## src/rtl/ibex_debug_req_ctrl.sv

```systemverilog
// Debug-request / fetch-enable controller driving the core's debug_req and fetch_enable inputs.
// Define IBEX_DBG_REQ_TIMEOUT_EN to build the REQ-state entry timeout.
module ibex_debug_req_ctrl #(
    parameter int unsigned CooldownCycles = 4,
    parameter int unsigned TimeoutCycles  = 1024
) (
    input  logic        clk_i,
    input  logic        rst_i,
    input  logic        req_valid_i,
    input  logic [7:0]  req_delay_i,
    output logic        req_ready_o,
    input  logic        debug_mode_i,
    input  logic        dret_i,
    input  logic        alert_major_i,
    output logic        debug_req_o,
    output logic [3:0]  fetch_enable_o,
    output logic [15:0] session_cnt_o,
    output logic        timeout_o,
    output logic        halted_o
);

    localparam logic [3:0]  IbexMuBiOn   = 4'b0101;
    localparam logic [3:0]  IbexMuBiOff  = 4'b1010;
    localparam logic [15:0] CooldownInit = 16'(CooldownCycles);
    localparam logic [15:0] TimeoutLast  = 16'(TimeoutCycles - 1);

    typedef enum logic [2:0] {
        StIdle,
        StDelay,
        StReq,
        StInDebug,
        StCooldown,
        StHalt
    } state_t;

    state_t      state_q;
    logic [7:0]  dly_q;
    logic [15:0] cd_q;
    logic [15:0] session_q;
    logic        debug_req_q;
    logic [3:0]  fetch_q;
    logic        halted_q;
`ifdef IBEX_DBG_REQ_TIMEOUT_EN
    logic [15:0] tmo_q;
    logic        timeout_q;
`endif

    always_ff @(posedge clk_i) begin
        if (rst_i) begin
            state_q     <= StIdle;
            dly_q       <= 8'd0;
            cd_q        <= 16'd0;
            session_q   <= 16'd0;
            debug_req_q <= 1'b0;
            fetch_q     <= IbexMuBiOn;
            halted_q    <= 1'b0;
`ifdef IBEX_DBG_REQ_TIMEOUT_EN
            tmo_q       <= 16'd0;
            timeout_q   <= 1'b0;
`endif
        end else if (alert_major_i) begin
            // Alert outranks every other transition, including a same-cycle dret.
            state_q     <= StHalt;
            halted_q    <= 1'b1;
            fetch_q     <= IbexMuBiOff;
            debug_req_q <= 1'b0;
        end else begin
`ifdef IBEX_DBG_REQ_TIMEOUT_EN
            tmo_q <= 16'd0;
`endif
            case (state_q)
                StIdle: begin
                    if (req_valid_i) begin
                        dly_q <= req_delay_i;
                        if (req_delay_i == 8'd0) begin
                            state_q     <= StReq;
                            debug_req_q <= 1'b1;
                        end else begin
                            state_q <= StDelay;
                        end
                    end
                end
                StDelay: begin
                    if (dly_q == 8'd1) begin
                        state_q     <= StReq;
                        debug_req_q <= 1'b1;
                    end else begin
                        dly_q <= dly_q - 8'd1;
                    end
                end
                StReq: begin
                    if (debug_mode_i) begin
                        state_q     <= StInDebug;
                        debug_req_q <= 1'b0;
                    end
`ifdef IBEX_DBG_REQ_TIMEOUT_EN
                    else if (tmo_q == TimeoutLast) begin
                        state_q     <= StIdle;
                        debug_req_q <= 1'b0;
                        timeout_q   <= 1'b1;
                    end else begin
                        tmo_q <= tmo_q + 16'd1;
                    end
`endif
                end
                StInDebug: begin
                    if (dret_i) begin
                        session_q <= session_q + 16'd1;
                        cd_q      <= CooldownInit;
                        state_q   <= StCooldown;
                    end
                end
                StCooldown: begin
                    if (cd_q <= 16'd1) begin
                        state_q <= StIdle;
                    end else begin
                        cd_q <= cd_q - 16'd1;
                    end
                end
                StHalt: begin
                    state_q <= StHalt;
                end
                default: begin
                    state_q     <= StHalt;
                    halted_q    <= 1'b1;
                    fetch_q     <= IbexMuBiOff;
                    debug_req_q <= 1'b0;
                end
            endcase
        end
    end

    assign req_ready_o    = (state_q == StIdle);
    assign debug_req_o    = debug_req_q;
    assign fetch_enable_o = fetch_q;
    assign session_cnt_o  = session_q;
    assign halted_o       = halted_q;

`ifdef IBEX_DBG_REQ_TIMEOUT_EN
    assign timeout_o = timeout_q;
`else
    logic unused_timeout;
    assign unused_timeout = ^TimeoutLast;
    assign timeout_o      = 1'b0;
`endif

endmodule

```

## config.mk

```make
export PLATFORM = sky130hd
export DESIGN_NAME = ibex_debug_req_ctrl
export DESIGN_NICKNAME = d
export VERILOG_FILES = /design/src/rtl/ibex_debug_req_ctrl.sv
export SDC_FILE = /design/constraint.sdc
export NUM_CORES = 1
export LEC_CHECK = 0
export BUFFER_PORTS_ARGS = -buffer_cell sky130_fd_sc_hd__buf_4
export CAP_MARGIN = 20
export CORE_UTILIZATION = 50
export CTS_CLUSTER_DIAMETER = 150
export DETAILED_ROUTE_END_ITERATION = 7
export PLACE_DENSITY = 0.73
export SLEW_MARGIN = 30
export SYNTH_ARGS = -nofsm -noshare
export SYNTH_HDL_FRONTEND = slang
export SYNTH_SLANG_ARGS = --single-unit
```

## constraint.sdc

```tcl
create_clock -name clk_i -period 4.7 [get_ports clk_i]
set_input_delay 0.94 -clock clk_i [delete_from_list [all_inputs] [get_ports clk_i]]
set_output_delay 0.94 -clock clk_i [all_outputs]
set_load 0.03 [all_outputs]
```

# After elaboration in Yosys (flattened, before gate mapping)
# Cells that the tools add are included.
word_totals:
  register_bits: 49
  in_bits: 14
  output_inout_bits: 24
  word_cells: 70
op_classes:
  n_addsub: 3
  magnitude_cmp: 1
  eq_ne: 20
  muxes: 23
  n_bitwise: 2
  reduce_logical: 13
op_table:
  columns: ["operator", "n"]
  rows:
  - ["16-bit two-way mux", 2]
  - ["16-bit case mux with 2 select lines", 1]
  - ["3-bit two-way mux", 6]
  - ["16-bit by 1-bit adder with 16-bit output, second input constant", 1]
  - ["16-bit by 1-bit <= comparator with 1-bit output, second input constant", 1]
  - ["8-bit two-way mux", 2]
  - ["8-bit case mux with 2 select lines", 1]
  - ["16-bit by 1-bit subtractor with 16-bit output, second input constant", 1]
  - ["3-bit case mux with 5 select lines", 1]
  - ["5-bit AND reduction", 3]
  - ["2-bit inequality test, second input constant", 7]
  - ["3-bit inequality test, second input constant", 4]
  - ["8-bit by 1-bit == test with 1-bit output, second input constant", 1]
  - ["8-bit logical NOT", 1]
  - ["4-bit two-way mux", 2]
  - ["4-bit AND reduction", 2]
  - ["8-bit by 1-bit subtractor with 8-bit output, second input constant", 1]
  - ["3-bit by 2-bit == test with 1-bit output, second input constant", 2]
  - ["3-bit == test, second input constant", 2]
  - ["1-bit two-way mux", 6]
  - ["6-bit OR reduction", 1]
  - ["2-bit by 1-bit inequality test with 1-bit output, second input constant", 2]
  - ["1-bit case mux with 4 select lines", 1]
  - ["2-bit nonzero test", 2]
  - ["other kinds (8)", 9]

# Longest topological paths before layout
depth:
  ltp_word: 5
  ltp_mapped: 8
  mapped_depth_nobuf: 7

# Least setup slack after synthesis
# Ideal clock, no wire load.
synth_timing:
  path_kind: "input port to flip-flop"
  start: "input port req_delay_i[4]"
  end: "register debug_req_q (netlist: debug_req_o)"
  setup_time_ps: 135
  arrival_time_ps: 2144
  t_required_ps: 4565
  path_slack_ps: 2421
  path_stages: 5
  n_path_buf: 0
  path_cell_list: "or4_1 > nor2_1 > nor2_1 > a2111oi_0 > o22ai_1"
synth_via:
  elab_chain_len: 3
synth_rtl:
  columns: ["element", "line_no", "rtl"]
  rows:
  - ["start: declaration", "10", "input logic [7:0] req_delay_i,"]
  - ["8-bit logical NOT", "75", "if (req_delay_i == 8'd0) begin"]
  - ["2-bit by 1-bit inequality test with 1-bit output (no source line)", null, null]
  - ["5-bit AND reduction (no source line)", null, null]
  - ["end signal: assignment", "77", "debug_req_q <= 1'b1;"]
  - ["end signal: assignment", "86", "debug_req_q <= 1'b1;"]
  - ["end signal: assignment", "94", "debug_req_q <= 1'b0;"]
  - ["end: declaration", "40", "logic debug_req_q;"]
# Every way passes these cells.
# A chain may end at the register's enable or synchronous reset.

# Worst setup path after layout
layout_timing:
  start: "register cd_q[11]"
  end: "register cd_q[14]"
layout_via:
  elab_chain_len: 3
layout_rtl:
  columns: ["element", "line_no", "rtl"]
  rows:
  - ["start: declaration", "38", "logic [15:0] cd_q;"]
  - ["start signal: assignment", "109", "cd_q <= CooldownInit;"]
  - ["start signal: assignment", "117", "cd_q <= cd_q - 16'd1;"]
  - ["16-bit by 1-bit subtractor with 16-bit output or 16-bit by 1-bit <= comparator with 1-bit output (tied branches)", "117, 114", null]
  - ["16-bit two-way mux or 2-bit inequality test (tied branches)", null, null]
  - ["16-bit case mux with 2 select lines or 4-bit AND reduction (tied branches)", null, null]
# Several ways; a longest one is shown, not always the timed one. The select of a mux whose other input is x is not followed.

==> results.json <==
{
  "hold_class": "reg -> reg",
  "antenna_found_initial": 0,
  "routed_wl_mm": 5.10,
  "grt_pass1_wl_mm": 8.96,
  "firstDrtPassIters": 5,
  "clock_path_buffers": 2,
  "cts.sinks": 46,
  "htreeDepth": 2,
  "fin_skew_ns": 0.00535,
  "seq_area_frac_synth_pct": 36.6,
  "synth_top_cell_by_area": "dfxtp_1",
  "die-area_um2": 5330,
  "core.rowCount": 25,
  "power_density_nw_per_um2": 414,
  "crit_path_max_fanout": 16,
  "start_util_pct": 52.6,
  "holdBufCountCts": 0,
  "relSlewSlack_pct": 45.9,
  "cp.required_ns": 4.89,
  "ys_types": 52,
  "place_area_um2": 2770,
  "ys_seq_elements": 46,
  "hp-start": "fetch_enable_o[1]",
  "clk_pin_slew_ns": 0.09,
  "die_h_um": 73.0,
  "drive_gt1_share_pct": 17.3,
  "wire_per_inst_um": 12.7,
  "final-max-slew-violation-count": 0,
  "antenna-diode-count": 0,
  "cp_num_buf_inv": 0,
  "io_buffers": 36,
  "yosys_warnings": 0,
  "post_cts_resize_count": 0,
  "cts.root.buffer_cell": "clkbuf_8",
  "die_width_um": 73.0,
  "cpMaxStageDelayCell": "nor4b_4",
  "path_delay_family": "simple AND/OR/NAND/NOR gates",
  "synth.most_common_cell": "nor2_1",
  "synth-edff-count": 0,
  "netlist_top_cells_area": "dfxtp_1 (37%), nor2_1 (7.3%), xnor2_1 (7.3%), a21oi_1 (4.6%), nor3_1 (3.0%)",
  "gp_congestion": 0.859,
  "syn_inst": 312,
  "crit_type": "reg -> reg",
  "drc_errors": 0,
  "reg2reg_from": "cd_q[11]",
  "leakage_nw": 1.07,
  "synth_top_area_share_pct": 36.6,
  "synth_top_flop_cell": "dfxtp_1",
  "drtIter0Drc": 94,
  "rsz0062_at_grt": "no",
  "overflow": 0,
  "grt_util_all_layers_pct": 21.3,
  "core_area_um2": 4790,
  "worstPathArrival_ns": 2.62,
  "io_pins": 38,
  "setup_viol": 0,
  "clk-insertion-delay-late_ns": 0.30,
  "cpPeakStageDelay_ns": 0.74,
  "stdcell_area_um2": 2860,
  "syn_area_um2": 2520,
  "synth_area_per_cell_um2": 8.07,
  "critPathCaptureType": "register",
  "final.setup.tns_ns": 0,
  "cp-startpoint": "cd_q[11]",
  "grt_max_degree": 34,
  "syn-num-nets": 331,
  "cts_setup_buffers": 0,
  "vias": 2194,
  "grt_pass1_vias": 2030,
  "maxCapViolations": 0,
  "worstPathCellList": "or4_4, nor4b_4, o21ai_0, nand4b_1, mux2_2",
  "status": "completed",
  "fin_crit_sh_pct": 51.8,
  "dpl.hpwl_mm": 3.58,
  "critPathLaunchType": "register",
  "worst_pin_slew_ns": 0.808,
  "viasPerCell": 5.46,
  "cts_made_buffers": 5,
  "async_flop_share_pct": 0,
  "drt.antenna.violating_nets": 0,
  "ir_drop_mv": 0.181,
  "fin_nets": 353,
  "fin_crit_ns": 2.43,
  "synthTopCellsByCount": "nor2_1 (49), dfxtp_1 (46), a21oi_1 (23)",
  "fmax_ghz": 0.411,
  "hold_violations": 0,
  "cts_tree": "done",
  "syn_to_final_growth_pct": 13.7
}
[worst reg2reg max path, stage by stage (launching register included)]
cell and delay [ns]:
dfxtp_1 0.35, or4_4 0.57, nor4b_4 0.74, o21ai_0 0.18
nand4b_1 0.15, mux2_2 0.33
[layout make-up]
class                           count  area, um2
Fill cell                         451       1920
Multi-Input combinational cell    233       1450
Sequential cell                    46        921
Timing Repair Buffer               36        270
Tap cell                           67       83.8
Clock buffer                        6       82.6
Inverter                           12       45.0
Clock inverter                      2       12.5
[power breakdown]
group / internal (W) / total (W) / switching (W)
Combinational: 0.000196 / 0.000466 / 0.000270
Clock: 0.000118 / 0.000250 / 0.000132
Sequential: 0.000424 / 0.000468 / 0.0000448
Total: 0.000738 / 0.00118 / 0.000447
[stage by stage]
stage / instances / hold slack (ns) / total power, W / setup WS, ns / utilization, %
floorplan: 312 / 0.454 / 0.000878 / 2.42 / -
global placement: 394 / 0.468 / 0.000935 / 2.20 / 57.9
detailed placement: 394 / 0.474 / 0.000935 / 2.10 / 57.9
CTS: 402 / 0.490 / 0.00119 / 2.26 / 59.8
global route: 402 / 0.513 / 0.00127 / 2.14 / 59.8
finish: 402 / 0.484 / 0.00118 / 2.27 / 59.8
[routing by layer]
layer	global-route usage [%]	part of all wire, %	up-vias
li1	-	-	1137
met4	8.71	2.1	0
met5	0	0	-
met3	4.70	2.9	10
met1	27.0	48	1016
met2	34.9	47	31
[worst paths after layout]
kind                            slack (ns)  cells after the start           endpoint
worst max-delay path                  2.27                      5           cd_q[14]
worst min register to register        0.48                      2  fetch_enable_o[1]
worst min-delay path                  0.48                      2  fetch_enable_o[1]
worst max register to register        2.27                      5           cd_q[14]
[state kept, by name (all words and copies together) (netlist names)]
name,flops
cd_q,16
debug_req_o,1
dly_q,8
fetch_enable_o,2
session_cnt_o,16
state_q,3
[kinds of logic after synthesis]
family          share of synthesized area, %
xor+xnor                                8.35
simple gates                            29.0
buf+inv                                 5.91
mux                                    0.844
fa+ha+maj                               2.48
flops                                   36.6
compound gates                          16.7
other cells                            0.149
[placed cells by master, fill, tap and decap left out, types with 2 or more instances in the layout]
| cell | n |
|---|---|
| or4_4 | 3 |
| a211oi_1 | 8 |
| or2_2 | 2 |
| clkbuf_8 | 6 |
| and2_1 | 4 |
| dfxtp_1 | 46 |
| nand2_1 | 13 |
| a2111oi_0 | 4 |
| nor4_1 | 5 |
| and4_1 | 2 |
| nor3b_1 | 2 |
| or3_1 | 8 |
| o22ai_1 | 2 |
| nor2b_1 | 3 |
| a211oi_2 | 2 |
| a21oi_1 | 23 |
| nand3_1 | 9 |
| ha_1 | 5 |
| nand4_1 | 6 |
| a21o_1 | 4 |
| o21ai_0 | 12 |
| or3b_2 | 2 |
| or4_1 | 3 |
| nand2b_1 | 3 |
| nor2_1 | 49 |
| inv_1 | 12 |
| nor3_1 | 15 |
| xnor2_1 | 21 |
| buf_4 | 36 |
| xor2_1 | 3 |
| and3_1 | 2 |
No activity file was read; power rests on OpenSTA's default activity.
